`src/rtl/multicycle_ctrl.sv`:
```
// Multi-cycle sequencer for the RV32I core: FETCH/DECODE/EXEC/MEM/WB with
// memory handshakes, timeout detection and a sticky HALT state.
module multicycle_ctrl #(
    parameter int MEM_TIMEOUT = 16
) (
    input  logic        clk,
    input  logic        rst_n,
    input  logic        is_lui,
    input  logic        is_auipc,
    input  logic        is_alu_reg,
    input  logic        is_alu_imm,
    input  logic        is_load,
    input  logic        is_store,
    input  logic        is_branch,
    input  logic        is_jal,
    input  logic        is_jalr,
    input  logic        is_system,
    input  logic        branch_taken,
    input  logic        imem_ready,
    input  logic        dmem_ready,
    output logic        imem_req,
    output logic        dmem_req,
    output logic        dmem_we,
    output logic        ir_we,
    output logic        pc_we,
    output logic [1:0]  pc_sel,
    output logic        rf_we,
    output logic [2:0]  state,
    output logic        halted,
    output logic        illegal,
    output logic        bus_err,
    output logic [31:0] instret
);

    localparam logic [2:0] S_FETCH  = 3'd0;
    localparam logic [2:0] S_DECODE = 3'd1;
    localparam logic [2:0] S_EXEC   = 3'd2;
    localparam logic [2:0] S_MEM    = 3'd3;
    localparam logic [2:0] S_WB     = 3'd4;
    localparam logic [2:0] S_HALT   = 3'd5;

    localparam logic        TMO_EN   = (MEM_TIMEOUT > 32'sd0) ? 1'b1 : 1'b0;
    localparam logic [31:0] TMO_LAST = (MEM_TIMEOUT > 32'sd0) ? 32'(MEM_TIMEOUT - 1) : 32'd0;

    logic [2:0]  state_r;
    logic [2:0]  next_state_s;
    logic [31:0] tmo_cnt_r;
    logic [31:0] instret_r;
    logic        illegal_r;
    logic        bus_err_r;
    logic        halted_r;
    logic        set_illegal_s;
    logic        set_bus_err_s;
    logic        tmo_hit_s;
    logic        class_any_s;

    function automatic logic any_flag(input logic [9:0] flags);
        return |flags;
    endfunction

    // Timeout fires on the last allowed wait cycle so HALT lands on the following edge.
    assign tmo_hit_s   = TMO_EN & (tmo_cnt_r == TMO_LAST);
    assign class_any_s = any_flag({is_lui, is_auipc, is_alu_reg, is_alu_imm, is_load,
                                   is_store, is_branch, is_jal, is_jalr, is_system});

    // State register
    always_ff @(posedge clk) begin
        if (!rst_n) begin
            state_r <= S_FETCH;
        end else begin
            state_r <= next_state_s;
        end
    end

    // Next-state and error-flag decisions
    always_comb begin
        next_state_s  = state_r;
        set_illegal_s = 1'b0;
        set_bus_err_s = 1'b0;
        case (state_r)
            S_FETCH: begin
                if (imem_ready) begin
                    next_state_s = S_DECODE;
                end else if (tmo_hit_s) begin
                    next_state_s  = S_HALT;
                    set_bus_err_s = 1'b1;
                end else begin
                    next_state_s = S_FETCH;
                end
            end
            S_DECODE: begin
                if (is_system) begin
                    next_state_s = S_HALT;
                end else if (!class_any_s) begin
                    next_state_s  = S_HALT;
                    set_illegal_s = 1'b1;
                end else begin
                    next_state_s = S_EXEC;
                end
            end
            S_EXEC: begin
                if (is_branch) begin
                    next_state_s = S_FETCH;
                end else if (is_load || is_store) begin
                    next_state_s = S_MEM;
                end else begin
                    next_state_s = S_WB;
                end
            end
            S_MEM: begin
                if (dmem_ready) begin
                    if (is_load) begin
                        next_state_s = S_WB;
                    end else begin
                        next_state_s = S_FETCH;
                    end
                end else if (tmo_hit_s) begin
                    next_state_s  = S_HALT;
                    set_bus_err_s = 1'b1;
                end else begin
                    next_state_s = S_MEM;
                end
            end
            S_WB:    next_state_s = S_FETCH;
            S_HALT:  next_state_s = S_HALT;
            default: next_state_s = S_HALT;
        endcase
    end

    // Strobes and requests decoded from the registered state
    always_comb begin
        imem_req = 1'b0;
        dmem_req = 1'b0;
        dmem_we  = 1'b0;
        ir_we    = 1'b0;
        pc_we    = 1'b0;
        pc_sel   = 2'd0;
        rf_we    = 1'b0;
        case (state_r)
            S_FETCH: begin
                imem_req = 1'b1;
                ir_we    = imem_ready;
            end
            S_EXEC: begin
                if (is_branch) begin
                    pc_we = 1'b1;
                    if (branch_taken) begin
                        pc_sel = 2'd1;
                    end else begin
                        pc_sel = 2'd0;
                    end
                end else begin
                    pc_we = 1'b0;
                end
            end
            S_MEM: begin
                dmem_req = 1'b1;
                dmem_we  = is_store;
                if (dmem_ready && !is_load) begin
                    pc_we = 1'b1;
                end else begin
                    pc_we = 1'b0;
                end
            end
            S_WB: begin
                rf_we = 1'b1;
                pc_we = 1'b1;
                if (is_jal) begin
                    pc_sel = 2'd1;
                end else if (is_jalr) begin
                    pc_sel = 2'd2;
                end else begin
                    pc_sel = 2'd0;
                end
            end
            default: begin
                pc_we = 1'b0;
            end
        endcase
    end

    // Wait-cycle counter, restarted whenever FETCH or MEM is entered
    always_ff @(posedge clk) begin
        if (!rst_n) begin
            tmo_cnt_r <= 32'd0;
        end else if ((next_state_s != state_r) &&
                     ((next_state_s == S_FETCH) || (next_state_s == S_MEM))) begin
            tmo_cnt_r <= 32'd0;
        end else if (((state_r == S_FETCH) && !imem_ready) ||
                     ((state_r == S_MEM) && !dmem_ready)) begin
            tmo_cnt_r <= tmo_cnt_r + 32'd1;
        end else begin
            tmo_cnt_r <= tmo_cnt_r;
        end
    end

    // Sticky status flags and retired-instruction counter
    always_ff @(posedge clk) begin
        if (!rst_n) begin
            illegal_r <= 1'b0;
            bus_err_r <= 1'b0;
            halted_r  <= 1'b0;
            instret_r <= 32'd0;
        end else begin
            illegal_r <= illegal_r | set_illegal_s;
            bus_err_r <= bus_err_r | set_bus_err_s;
            halted_r  <= halted_r | (next_state_s == S_HALT);
            if (pc_we) begin
                instret_r <= instret_r + 32'd1;
            end else begin
                instret_r <= instret_r;
            end
        end
    end

    assign state   = state_r;
    assign halted  = halted_r;
    assign illegal = illegal_r;
    assign bus_err = bus_err_r;
    assign instret = instret_r;

endmodule

```
`config.mk`:
```
export PLATFORM = sky130hd
export DESIGN_NAME = multicycle_ctrl
export DESIGN_NICKNAME = d
export VERILOG_FILES = /design/src/rtl/multicycle_ctrl.sv
export SDC_FILE = /design/constraint.sdc
export NUM_CORES = 1
export LEC_CHECK = 0
export ABC_CLOCK_PERIOD_IN_PS = 6250
export CAP_MARGIN = 10
export CORE_MARGIN = 1.5
export CORE_UTILIZATION = 45
export DETAILED_ROUTE_END_ITERATION = 12
export HOLD_SLACK_MARGIN = 0.02
export PLACE_DENSITY_LB_ADDON = 0.25
export SLEW_MARGIN = 10
export SYNTH_ARGS = -nofsm -noshare
export SYNTH_HDL_FRONTEND = slang
export SYNTH_SLANG_ARGS = --single-unit
```
`constraint.sdc`:
```
create_clock -name clk -period 6.25 [get_ports clk]
set_clock_uncertainty 0.2 [all_clocks]
set_input_delay 1.25 -clock clk [delete_from_list [all_inputs] [get_ports clk]]
set_output_delay 1.25 -clock clk [all_outputs]
set_load 0.02 [all_outputs]
```
==> metrics.cfg <==
[run_status]
status=finished, final reports clean

[die]
die_area_mm2=0.009016
die_w_um=94.95
start_util=0.4631
coreArea_mm2=0.008217
pin_count=61
die_h_um=94.95
rows=33

[setup_path]
critPathMaxStageDelay_ps=600
crit_fanout=5
crit_type=input port to primary output
cp-end-kind=primary output
crit_top_cell=clkdlybuf4s50_1
crit_chain=clkdlybuf4s50_1 -> nor4bb_1 -> a311oi_4 -> inv_1 -> clkdlybuf4s50_1
crit_slowest_cell=clkdlybuf4s50_1
cp.arrival_ps=3100
crit_required_ps=4800
startpoint_type=input port

[place]
dp_hpwl_mm=6.329
portBuffers=60
place_congestion=0.7684
placed_cells=593
placed_area_mm2=0.004429

[yosys]
synth_seq_cells=70
synth-async-reset-ratio=0
yosysTopAreaCell=dfxtp_1
syn_inst=456
ys_warn_count=0
synth_fp_nets=473
synth_cell_types=46
synth_top_area_share=0.3683
syn-cell-area_mm2=0.003805
avgSynthCellArea_um2=8.344
synth_ff_type=dfxtp_1
synth_edf_count=0
yosys-top-cells-area=dfxtp_1, mux2i_1, a21oi_1
ys_seq_area_frac=0.3683

[sta]
final.setup.tns_ps=0
setup_viol=0
worst_pin_slew_ps=874.1
layout_min_cycle_time_ps=4550
relSlewSlack=0.4158
fmax_mhz=219.8
period_share=0.7280
slew_violations=0
hold_viol=0
rsz0062_at_grt=false

[routing]
viasPerCell=6.013
drtPass1Iterations=4
drc=0
antenna_left=0
avgRoutedWirePerCell_um=15.01
via_count=3662
initialDrtViolationCount=178
wl_mm=9.139

[clocking]
hold_buffers=0
worstSkewPairLatency_ps=350
numCtsBuffers=9
clock-sinks=70
h-tree-depth=3
cts_tree=built
cts_buffer_depth=2
clk_pin_slew_worst_paths_ps=80
cts-resized-gates=0
post-cts-setup-buffers=0
root_buffer=clkbuf_8

[pwr]
peakVddDrop_mv=0.09301
pwr_density_cell_mw_per_mm2=203.5
totalPowerFinal_mw=0.9414
p_leak_nw=1.398

[worst_hold_path]
min_path_type=flop to flop

[cells_and_area]
antennaDiodeCount=0
layout.cells.non_filler=609
nNetsFinal=516
syn2layout_area_growth_pct=21.60
drive_gt1_frac=0.04563
fin_area_mm2=0.004627
fin_util=0.5631

[flow_run]
maxCapViolCount=0

[global_routing]
grtUsageTotal=0.2155
antenna_found_initial=0
grt_overflow=0
grt_pass1_wl_mm=15.53
grt_max_degree=61
grt_pass1_vias=3281

## cells in the mapped netlist, types with 4 or more instances
| library cell | number |
|---|---|
| nand3_1 | 28 |
| and2_1 | 8 |
| nand4_1 | 17 |
| nand3b_1 | 7 |
| buf_2 | 11 |
| mux2i_1 | 22 |
| and4_1 | 11 |
| nor4_1 | 22 |
| nor2_1 | 16 |
| or4_1 | 21 |
| o311ai_0 | 4 |
| or3_1 | 13 |
| nand2_1 | 35 |
| xor2_1 | 6 |
| nor3_1 | 7 |
| o211ai_1 | 4 |
| and3_1 | 4 |
| o21ai_0 | 14 |
| o2111ai_1 | 4 |
| a21oi_1 | 35 |
| inv_1 | 11 |
| clkbuf_1 | 16 |
| o31ai_1 | 21 |
| nand2b_1 | 18 |
| dfxtp_1 | 70 |
## power breakdown
part,internal (mW),leakage (nW),switching (mW),total [mW]
sequential,0.452,0.564,0.0126,0.465
clock,0.186,0.0891,0.182,0.369
combinational,0.0447,0.744,0.0632,0.108
total,0.683,1.40,0.258,0.941
## critical path, delay by kind of cell
kind	cells	cell delay (ps)
buffers and inverters	3	1250
and+or+nand+nor	1	500
AOI/OAI and AO/OA	1	100
## cell type report
type | instances | area, µm²
Sequential cell | 70 | 1401
Clock inverter | 6 | 70.07
Tap cell | 105 | 131.4
Inverter | 12 | 45.04
Timing Repair Buffer | 63 | 623.1
Clock buffer | 10 | 127.6
Multi-Input combinational cell | 343 | 2228
Fill cell | 763 | 3590
## worst paths after layout
path | cells past startpoint | from | slack, ps | to
min | 1 | bus_err | 270 | bus_err
max reg2reg | 5 | state[2] | 3170 | tmo_cnt_r[13]
max | 5 | is_branch | 1700 | pc_we
min reg2reg | 1 | bus_err | 270 | bus_err
## metal layers
metal | share of wire | track usage | vias to the layer above | wire (µm)
li1 | - | - | 1823 | -
met1 | 0.48 | 0.2972 | 1753 | 4354
met2 | 0.48 | 0.3375 | 78 | 4350
met3 | 0.038 | 0.03543 | 8 | 346
met4 | 0.0095 | 0.07711 | 0 | 87
met5 | 0 | 0 | - | 0
## sequential cells by signal (all words and copies together) (netlist names)
name and count:
state 3, illegal 1, halted 1, bus_err 1, tmo_cnt_r 32, instret 32
## kinds of logic (layout without fill, tap and decap cells)
family / after synthesis / count (layout) / synth area share
compound gates: 92 / 92 / 0.1565
xor+xnor: 8 / 8 / 0.01842
fa+ha+maj: 2 / 2 / 0.006576
buf+inv: 43 / 91 / 0.04899
flops: 70 / 70 / 0.3683
mux: 22 / 22 / 0.05788
simple gates: 219 / 219 / 0.3433
## stage by stage
| step | setup WS [ps] | hold slack [ps] |
|---|---|---|
| final | 1700 | 270.8 |
| after CTS | 1705 | 273.1 |
| after detailed placement | 1672 | 252.9 |
| after global placement | 1755 | 249.5 |
| after global routing | 1667 | 302.8 |
| after floorplan | 2553 | 248.4 |
## layout by cell type (no fill, tap or decap), types with 14 or more instances in the layout
cell             count
dfxtp_1             70
clkdlybuf4s50_1     60
a21oi_1             35
nand2_1             35
nand3_1             28
mux2i_1             22
nor4_1              22
or4_1               21
o31ai_1             21
nand2b_1            18
nand4_1             17
nor2_1              16
o21ai_0             14
(Power assumes the default switching activity.)
